--- config.mk ---
export PLATFORM = sky130hd
export DESIGN_NAME = gpr_fwd_scoreboard_flat
export DESIGN_NICKNAME = d
export VERILOG_FILES = /design/src/rtl/gpr_fwd_scoreboard_pkg.sv /design/src/rtl/gpr_fwd_scoreboard_if.sv /design/src/rtl/gpr_fwd_scoreboard_port.sv /design/src/rtl/gpr_fwd_scoreboard.sv /design/src/flat_wrapper.sv
export SDC_FILE = /design/constraint.sdc
export NUM_CORES = 1
export LEC_CHECK = 0
export BUFFER_PORTS_ARGS = -buffer_cell sky130_fd_sc_hd__buf_2
export CELL_PAD_IN_SITES_DETAIL_PLACEMENT = 0
export CELL_PAD_IN_SITES_GLOBAL_PLACEMENT = 1
export CORE_MARGIN = 2
export CORE_UTILIZATION = 37
export CTS_CLUSTER_DIAMETER = 100
export CTS_CLUSTER_SIZE = 40
export DETAILED_ROUTE_END_ITERATION = 6
export PLACE_DENSITY = 0.83
export SETUP_SLACK_MARGIN = 0.02
export SKIP_CTS_REPAIR_TIMING = 1
export SYNTH_ARGS = -nofsm -noshare
export SYNTH_HDL_FRONTEND = slang
export SYNTH_HIERARCHICAL = 1
export SYNTH_SLANG_ARGS = --single-unit
--- constraint.sdc ---
create_clock -name i_clk -period 3.6 [get_ports i_clk]
set_clock_uncertainty 0.1 [all_clocks]
set_input_delay 0 -clock i_clk [delete_from_list [all_inputs] [get_ports i_clk]]
set_output_delay 0 -clock i_clk [all_outputs]
set_load 0.01 [all_outputs]
--- src/rtl/gpr_fwd_scoreboard_pkg.sv ---
// Shared defaults and constants for the GPR forwarding unit.
package gpr_fwd_scoreboard_pkg;

    localparam int DATA_W_DEF  = 32;
    localparam int ADDR_W_DEF  = 5;
    localparam int NUM_RD_DEF  = 2;
    localparam int NUM_FWD_DEF = 3;
    localparam int MAX_OUT_DEF = 4;
    localparam int ZERO_REG    = 0;
    localparam int STALL_W     = 32;

    function automatic int cnt_w(input int n);
        return $clog2(n + 1);
    endfunction

endpackage

--- src/rtl/gpr_fwd_scoreboard_if.sv ---
// ID-stage operand/forwarding/long-latency bus; slave = the unit, master = driver.
interface gpr_fwd_scoreboard_if
    import gpr_fwd_scoreboard_pkg::*;
#(
    parameter int DATA_W  = DATA_W_DEF,
    parameter int ADDR_W  = ADDR_W_DEF,
    parameter int NUM_RD  = NUM_RD_DEF,
    parameter int NUM_FWD = NUM_FWD_DEF
) ();

    logic [NUM_RD-1:0]         i_rd_en;
    logic [NUM_RD*ADDR_W-1:0]  i_raddr;
    logic [NUM_RD*DATA_W-1:0]  i_rdata;
    logic [NUM_FWD-1:0]        i_fwd_wen;
    logic [NUM_FWD-1:0]        i_fwd_ready;
    logic [NUM_FWD*ADDR_W-1:0] i_fwd_waddr;
    logic [NUM_FWD*DATA_W-1:0] i_fwd_wdata;
    logic                      i_ll_issue;
    logic [ADDR_W-1:0]         i_ll_waddr;
    logic                      i_ll_done;
    logic [ADDR_W-1:0]         i_ll_done_addr;
    logic [DATA_W-1:0]         i_ll_done_data;
    logic [NUM_RD*DATA_W-1:0]  o_rdata;
    logic                      o_stall;
    logic                      o_ll_ready;
    logic                      o_ll_full;
    logic                      o_err;
    logic [STALL_W-1:0]        o_stall_cnt;

    modport slave (
        input  i_rd_en, i_raddr, i_rdata,
        input  i_fwd_wen, i_fwd_ready, i_fwd_waddr, i_fwd_wdata,
        input  i_ll_issue, i_ll_waddr,
        input  i_ll_done, i_ll_done_addr, i_ll_done_data,
        output o_rdata, o_stall, o_ll_ready, o_ll_full,
        output o_err, o_stall_cnt
    );

    modport master (
        output i_rd_en, i_raddr, i_rdata,
        output i_fwd_wen, i_fwd_ready, i_fwd_waddr, i_fwd_wdata,
        output i_ll_issue, i_ll_waddr,
        output i_ll_done, i_ll_done_addr, i_ll_done_data,
        input  o_rdata, o_stall, o_ll_ready, o_ll_full,
        input  o_err, o_stall_cnt
    );

endinterface

--- src/rtl/gpr_fwd_scoreboard_port.sv ---
// One read port: priority select over in-pipe sources, completion bus, scoreboard.
module gpr_fwd_scoreboard_port
    import gpr_fwd_scoreboard_pkg::*;
#(
    parameter int DATA_W  = DATA_W_DEF,
    parameter int ADDR_W  = ADDR_W_DEF,
    parameter int NUM_FWD = NUM_FWD_DEF
) (
    input  logic                      en_i,
    input  logic [ADDR_W-1:0]         addr_i,
    input  logic [DATA_W-1:0]         rdata_i,
    input  logic [NUM_FWD-1:0]        fwd_wen_i,
    input  logic [NUM_FWD-1:0]        fwd_ready_i,
    input  logic [NUM_FWD*ADDR_W-1:0] fwd_waddr_i,
    input  logic [NUM_FWD*DATA_W-1:0] fwd_wdata_i,
    input  logic                      ll_done_i,
    input  logic [ADDR_W-1:0]         ll_done_addr_i,
    input  logic [DATA_W-1:0]         ll_done_data_i,
    input  logic                      pending_i,
    output logic [DATA_W-1:0]         data_o,
    output logic                      hazard_o
);

    logic hit;

    // The youngest matching source decides; an unready one never falls through.
    always_comb begin
        data_o   = rdata_i;
        hazard_o = 1'b0;
        hit      = 1'b0;
        if (addr_i == ADDR_W'(ZERO_REG)) begin
            data_o = '0;
        end else if (en_i) begin
            for (int s = 0; s < NUM_FWD; s++) begin
                if (!hit && fwd_wen_i[s] &&
                    fwd_waddr_i[s*ADDR_W +: ADDR_W] == addr_i) begin
                    hit = 1'b1;
                    if (fwd_ready_i[s])
                        data_o = fwd_wdata_i[s*DATA_W +: DATA_W];
                    else
                        hazard_o = 1'b1;
                end
            end
            if (!hit) begin
                if (ll_done_i && ll_done_addr_i == addr_i)
                    data_o = ll_done_data_i;
                else if (pending_i)
                    hazard_o = 1'b1;
            end
        end
    end

endmodule

--- src/rtl/gpr_fwd_scoreboard.sv ---
// ID-stage operand forwarding with a long-latency write scoreboard.
module gpr_fwd_scoreboard
    import gpr_fwd_scoreboard_pkg::*;
#(
    parameter int DATA_W  = DATA_W_DEF,
    parameter int ADDR_W  = ADDR_W_DEF,
    parameter int NUM_RD  = NUM_RD_DEF,
    parameter int NUM_FWD = NUM_FWD_DEF,
    parameter int MAX_OUT = MAX_OUT_DEF
) (
    input logic                i_clk,
    input logic                i_rst_n,
    gpr_fwd_scoreboard_if.slave bus
);

    localparam int CW   = cnt_w(MAX_OUT);
    localparam int NREG = 1 << ADDR_W;

    logic [NREG-1:0]          pending_q, pending_d;
    logic [CW-1:0]            cnt_q, cnt_d;
    logic                     err_q, err_d;
    logic [STALL_W-1:0]       scnt_q, scnt_d;
    logic [NUM_RD*DATA_W-1:0] rdata_w;
    logic [NUM_RD-1:0]        haz_w;
    logic                     stall, full, blocked, ready;
    logic                     accept, done_hit, done_same;

    for (genvar r = 0; r < NUM_RD; r++) begin : g_port
        gpr_fwd_scoreboard_port #(
            .DATA_W (DATA_W),
            .ADDR_W (ADDR_W),
            .NUM_FWD(NUM_FWD)
        ) u_port (
            .en_i          (bus.i_rd_en[r]),
            .addr_i        (bus.i_raddr[r*ADDR_W +: ADDR_W]),
            .rdata_i       (bus.i_rdata[r*DATA_W +: DATA_W]),
            .fwd_wen_i     (bus.i_fwd_wen),
            .fwd_ready_i   (bus.i_fwd_ready),
            .fwd_waddr_i   (bus.i_fwd_waddr),
            .fwd_wdata_i   (bus.i_fwd_wdata),
            .ll_done_i     (bus.i_ll_done),
            .ll_done_addr_i(bus.i_ll_done_addr),
            .ll_done_data_i(bus.i_ll_done_data),
            .pending_i     (pending_q[bus.i_raddr[r*ADDR_W +: ADDR_W]]),
            .data_o        (rdata_w[r*DATA_W +: DATA_W]),
            .hazard_o      (haz_w[r])
        );
    end

    assign stall     = |haz_w;
    assign full      = (cnt_q == CW'(MAX_OUT));
    assign done_same = bus.i_ll_done &&
                       (bus.i_ll_done_addr == bus.i_ll_waddr);
    // A completion to the same register frees the WAW slot this cycle.
    assign blocked   = pending_q[bus.i_ll_waddr] && !done_same;
    assign ready     = !full && !blocked;
    assign accept    = bus.i_ll_issue && ready &&
                       (bus.i_ll_waddr != ADDR_W'(ZERO_REG));
    assign done_hit  = bus.i_ll_done && pending_q[bus.i_ll_done_addr];

    always_comb begin
        pending_d = pending_q;
        if (bus.i_ll_done)
            pending_d[bus.i_ll_done_addr] = 1'b0;
        if (accept)
            pending_d[bus.i_ll_waddr] = 1'b1;
        cnt_d  = cnt_q + CW'(accept) - CW'(done_hit);
        err_d  = err_q | (bus.i_ll_done && !done_hit);
        scnt_d = scnt_q;
        if (stall && scnt_q != '1)
            scnt_d = scnt_q + 1'b1;
    end

    always_ff @(posedge i_clk or negedge i_rst_n) begin
        if (!i_rst_n) begin
            pending_q <= '0;
            cnt_q     <= '0;
            err_q     <= 1'b0;
            scnt_q    <= '0;
        end else begin
            pending_q <= pending_d;
            cnt_q     <= cnt_d;
            err_q     <= err_d;
            scnt_q    <= scnt_d;
        end
    end

    assign bus.o_rdata     = rdata_w;
    assign bus.o_stall     = stall;
    assign bus.o_ll_ready  = ready;
    assign bus.o_ll_full   = full;
    assign bus.o_err       = err_q;
    assign bus.o_stall_cnt = scnt_q;

endmodule

--- src/flat_wrapper.sv ---
// flat-port wrapper written by rule: the top's interface ports become plain ports
module gpr_fwd_scoreboard_flat import gpr_fwd_scoreboard_pkg::*;
#(
    parameter int DATA_W  = DATA_W_DEF,
    parameter int ADDR_W  = ADDR_W_DEF,
    parameter int NUM_RD  = NUM_RD_DEF,
    parameter int NUM_FWD = NUM_FWD_DEF,
    parameter int MAX_OUT = MAX_OUT_DEF
)
  (i_clk, i_rst_n, bus_i_rd_en, bus_i_raddr, bus_i_rdata, bus_i_fwd_wen, bus_i_fwd_ready, bus_i_fwd_waddr, bus_i_fwd_wdata, bus_i_ll_issue, bus_i_ll_waddr, bus_i_ll_done, bus_i_ll_done_addr, bus_i_ll_done_data, bus_o_rdata, bus_o_stall, bus_o_ll_ready, bus_o_ll_full, bus_o_err, bus_o_stall_cnt);
  gpr_fwd_scoreboard_if #(.DATA_W(DATA_W), .ADDR_W(ADDR_W), .NUM_RD(NUM_RD), .NUM_FWD(NUM_FWD)) bus_i ();
  input logic i_clk;
  input logic i_rst_n;
  input wire logic [$bits(bus_i.i_rd_en)-1:0] bus_i_rd_en;
  input wire logic [$bits(bus_i.i_raddr)-1:0] bus_i_raddr;
  input wire logic [$bits(bus_i.i_rdata)-1:0] bus_i_rdata;
  input wire logic [$bits(bus_i.i_fwd_wen)-1:0] bus_i_fwd_wen;
  input wire logic [$bits(bus_i.i_fwd_ready)-1:0] bus_i_fwd_ready;
  input wire logic [$bits(bus_i.i_fwd_waddr)-1:0] bus_i_fwd_waddr;
  input wire logic [$bits(bus_i.i_fwd_wdata)-1:0] bus_i_fwd_wdata;
  input wire logic [$bits(bus_i.i_ll_issue)-1:0] bus_i_ll_issue;
  input wire logic [$bits(bus_i.i_ll_waddr)-1:0] bus_i_ll_waddr;
  input wire logic [$bits(bus_i.i_ll_done)-1:0] bus_i_ll_done;
  input wire logic [$bits(bus_i.i_ll_done_addr)-1:0] bus_i_ll_done_addr;
  input wire logic [$bits(bus_i.i_ll_done_data)-1:0] bus_i_ll_done_data;
  output wire logic [$bits(bus_i.o_rdata)-1:0] bus_o_rdata;
  output wire logic [$bits(bus_i.o_stall)-1:0] bus_o_stall;
  output wire logic [$bits(bus_i.o_ll_ready)-1:0] bus_o_ll_ready;
  output wire logic [$bits(bus_i.o_ll_full)-1:0] bus_o_ll_full;
  output wire logic [$bits(bus_i.o_err)-1:0] bus_o_err;
  output wire logic [$bits(bus_i.o_stall_cnt)-1:0] bus_o_stall_cnt;
  assign bus_i.i_rd_en = bus_i_rd_en;
  assign bus_i.i_raddr = bus_i_raddr;
  assign bus_i.i_rdata = bus_i_rdata;
  assign bus_i.i_fwd_wen = bus_i_fwd_wen;
  assign bus_i.i_fwd_ready = bus_i_fwd_ready;
  assign bus_i.i_fwd_waddr = bus_i_fwd_waddr;
  assign bus_i.i_fwd_wdata = bus_i_fwd_wdata;
  assign bus_i.i_ll_issue = bus_i_ll_issue;
  assign bus_i.i_ll_waddr = bus_i_ll_waddr;
  assign bus_i.i_ll_done = bus_i_ll_done;
  assign bus_i.i_ll_done_addr = bus_i_ll_done_addr;
  assign bus_i.i_ll_done_data = bus_i_ll_done_data;
  assign bus_o_rdata = bus_i.o_rdata;
  assign bus_o_stall = bus_i.o_stall;
  assign bus_o_ll_ready = bus_i.o_ll_ready;
  assign bus_o_ll_full = bus_i.o_ll_full;
  assign bus_o_err = bus_i.o_err;
  assign bus_o_stall_cnt = bus_i.o_stall_cnt;
  gpr_fwd_scoreboard #(.DATA_W(DATA_W), .ADDR_W(ADDR_W), .NUM_RD(NUM_RD), .NUM_FWD(NUM_FWD), .MAX_OUT(MAX_OUT)) u_core (.i_clk(i_clk), .i_rst_n(i_rst_n), .bus(bus_i));
endmodule
==> summary.md <==
| Metric | Value |
|---|---|
| Clock Path Buffers | 2 |
| Reg2reg setup slack | 0.24 ns |
| WS Path Type | flop to flop |
| Switching part of the total | between 30% and 40% |
| Die Wd | between 150 and 200 µm |
| Synth Flop Type | dfrtp_1 |
| Static Leak | 5.27 nW |
| Final hold violation count | 0 |
| Mapped Area | 9540 µm² |
| DR WL/cell | between 20 and 25 µm |
| Die Footprint | 27100 µm² |
| Io pins | 339 |
| Distinct cells, synth | 67 |
| Crit end category | flop |
| Post-synth ARST share | 100% |
| Logic pwr share | 45.4% |
| CP Max Fanout | 6 |
| Dpl hpwl | 31100 µm |
| Routed wire length | 44500 µm |
| Largest net degree at the start of global routing | 40 |
| Area grow syn2layout | 22.1% |
| Final ANT Viol Nets | 0 |
| Fin nets | 1752 |
| First drt pass iteration count | 6 |
| Initial detailed-routing violation count | 1279 |
| Top cell type's share of synthesized area | 17.8% |
| Net switching power | 1.48 mW |
| Placed Instances | 1825 |
| Synth area leader | dfrtp_1 |
| All-Layer GR Usage | 31.5% |
| # fillers | approximately 2600 |
| Clk network pwr share | 24.2% |
| Share of cells above drive strength 1 | 30.3% |
| CTS Buf Count | 9 |
| Sequential Power Share | 30.3% |
| Slew Limit Fails | 0 |
| GRT overflow | 0 |
| PortBufs | approximately 340 |
| Slew headroom | roughly 40% |
| Clock-pin slew on the worst setup and hold paths | 0.05 ns |
| Skew-Pair Late Insertion Delay | 0.33 ns |
| Worst R2R Start | u_core/pending_q[31]$_DFF_PN0_ |
| Final setup violation count | 0 |
| WP data required | 3.76 ns |
| Final hold slack | 0.0983 ns |
| Die Y | 165 µm |
| Vias in the first global route | between 10000 and 15000 |
| Highest Clock Rate | a little under 0.3 GHz |
| Worst Max-Slew Pin Slew | between 0.9 and 1 ns |
| Internal power | about 2.4 mW |
| Status | finished clean |
| Post-Layout Cell Count | ~1900 |
| Placeable core area | 25300 µm² |
| Pwr Total | 3.86 mW |
| Vias | 11833 |
| Max rail drop VDD | 0.000510 V |
| Worst Hold Depth | 3 |
| Vias/cell | 6.36 |
| Setup TNS | 0 ns |
| Power per Cell Area | 331 nW/µm² |
| Final min period | 3.36 ns |
| Clock root cell | clkbuf_16 |
| Commonest non-fill, non-tap cell in the layout | buf_2 |
| Startpoint types | flop |
| Mapped Cells | 1250 |
| EDFF count, synth | 0 |
| Most frequent cells in the layout | buf_2, o21ai_0, nand2_1 |
| Reg2reg end | u_core/bus.o_stall_cnt[29]$_DFFE_PN0P_ |
| TritonCTS clock tree | built |
| Min-delay worst type | input port to flop |
| Arr. time, crit path | around 3.5 ns |
| Hold wc startpoint | bus_i_ll_waddr[4] |
| Rows | a little under 60 |
| Clock Sink Count | 68 |
| H-tree Lvls | 3 |
| Avg Inst Size Synth | 7.64 µm² |
| Residual DRC | 0 |
| Initial antenna violation count | 14 |
| Synth warn | 6 |
| First-pass GRT wire length | 66100 µm |
| Hold Crit Endpoint | u_core/pending_q[20]$_DFF_PN0_ |
| Sequential area share after synthesis | 17.8% |
| Initial Utilization | 37.8% |
| RSZ-0062 raised after global routing | false |
| Number of synthesized register bits | slightly below 70 |
| Fin crit share | 93.2% |
| Utilization after layout | 46.2% |
| Worst R2R Path Depth | 13 |
| Area contributors post-synth | dfrtp_1, o21ai_0, mux4_2, a2bb2oi_1, a211oi_1 |
| Max Cap Viol | 0 |
| GPL Wtd Cong | 0.918 |
| Post-synth net total | 1493 |
==> stage by stage <==
| step | setup slack [ns] | instance area, µm² |
|---|---|---|
| CTS | 0.135 | 11600 |
| floorplan | 0.467 | 9540 |
| global placement | 0.177 | 11300 |
| finish | 0.244 | 11700 |
| global route | 0.0617 | 11600 |
| detailed placement | 0.109 | 11300 |
==> area by class of cell <==
type	instances	area, µm²	share of cell area (%)
Clock inverter	4	72.6	0.623
Timing Repair Buffer	378	2000	17.2
Sequential cell	68	1700	14.6
Inverter	24	90.1	0.773
Multi-Input combinational cell	1028	7090	60.9
Antenna cell	16	40.0	0.343
Tap cell	330	413	3.54
Clock buffer	12	246	2.11
==> cell usage after synthesis (43+ instances only) <==
| master | instances |
|---|---|
| o21ai_1 | 72 |
| xnor2_1 | 43 |
| a21oi_1 | 69 |
| dfrtp_1 | 68 |
| a211oi_1 | 64 |
| clkbuf_1 | 65 |
| and3_1 | 68 |
| o21a_1 | 61 |
| o21ai_0 | 149 |
| a2bb2oi_1 | 64 |
| nand2_1 | 98 |
| nor3_1 | 72 |
==> sequential cells by signal, summed over array words and instances, names as in the netlist <==
name,count
u_core/cnt_q,3
u_core/bus.o_err,1
u_core/pending_q,32
u_core/bus.o_stall_cnt,32
==> per-layer routing <==
metal | track usage [%] | wire length, µm | vias up
met1 | 37.9 | 16300 | 5516
met5 | 0 | 52 | -
met3 | 8.04 | 5320 | 169
li1 | - | - | 5283
met4 | 17.6 | 2130 | 8
met2 | 51.2 | 20700 | 857
==> cells by family after synthesis <==
group	Yosys count	share of synthesized area (%)
AO/OA/AOI/OAI	553	37.6
XOR/XNOR	76	7.45
adder cells (fa/ha/maj)	4	0.603
buffers and inverters	154	8.40
flip-flops	68	17.8
multiplexers	46	8.64
AND/OR/NAND/NOR	349	19.5
==> critical path, stage by stage (launching register included) <==
cell     delay (ns)
dfrtp_1        0.41
mux4_2         0.49
mux4_2         0.51
mux2_2         0.29
a21oi_1        0.14
a211o_1        0.13
a21oi_1        0.07
nor2_2         0.20
inv_1          0.11
and3_1         0.19
nand3_1        0.22
nor2_1         0.15
nand4_1        0.15
xnor2_1        0.12
==> power groups by stage <==
stage               logic [mW]  registers, mW  clock network [mW]
global placement          1.70           1.15                   0
CTS                       1.73           1.16               0.951
finish                    1.75           1.17               0.936
global route              1.90           1.20               0.993
floorplan                 1.12           1.12                   0
detailed placement        1.72           1.17                   0
==> worst max-delay path by stage <==
stage,end,depth (start not counted),slack [ns],startpoint
floorplan,u_core/bus.o_stall_cnt[15]$_DFFE_PN0P_,14,0.47,bus_i_raddr[5]
global placement,u_core/bus.o_stall_cnt[15]$_DFFE_PN0P_,14,0.18,bus_i_raddr[5]
detailed placement,u_core/bus.o_stall_cnt[15]$_DFFE_PN0P_,14,0.11,bus_i_raddr[5]
CTS,u_core/bus.o_stall_cnt[15]$_DFFE_PN0P_,13,0.13,u_core/pending_q[31]$_DFF_PN0_
global route,u_core/bus.o_stall_cnt[29]$_DFFE_PN0P_,13,0.06,u_core/pending_q[31]$_DFF_PN0_
finish,u_core/bus.o_stall_cnt[29]$_DFFE_PN0P_,13,0.24,u_core/pending_q[31]$_DFF_PN0_
Power figures use the tool's default switching activity.
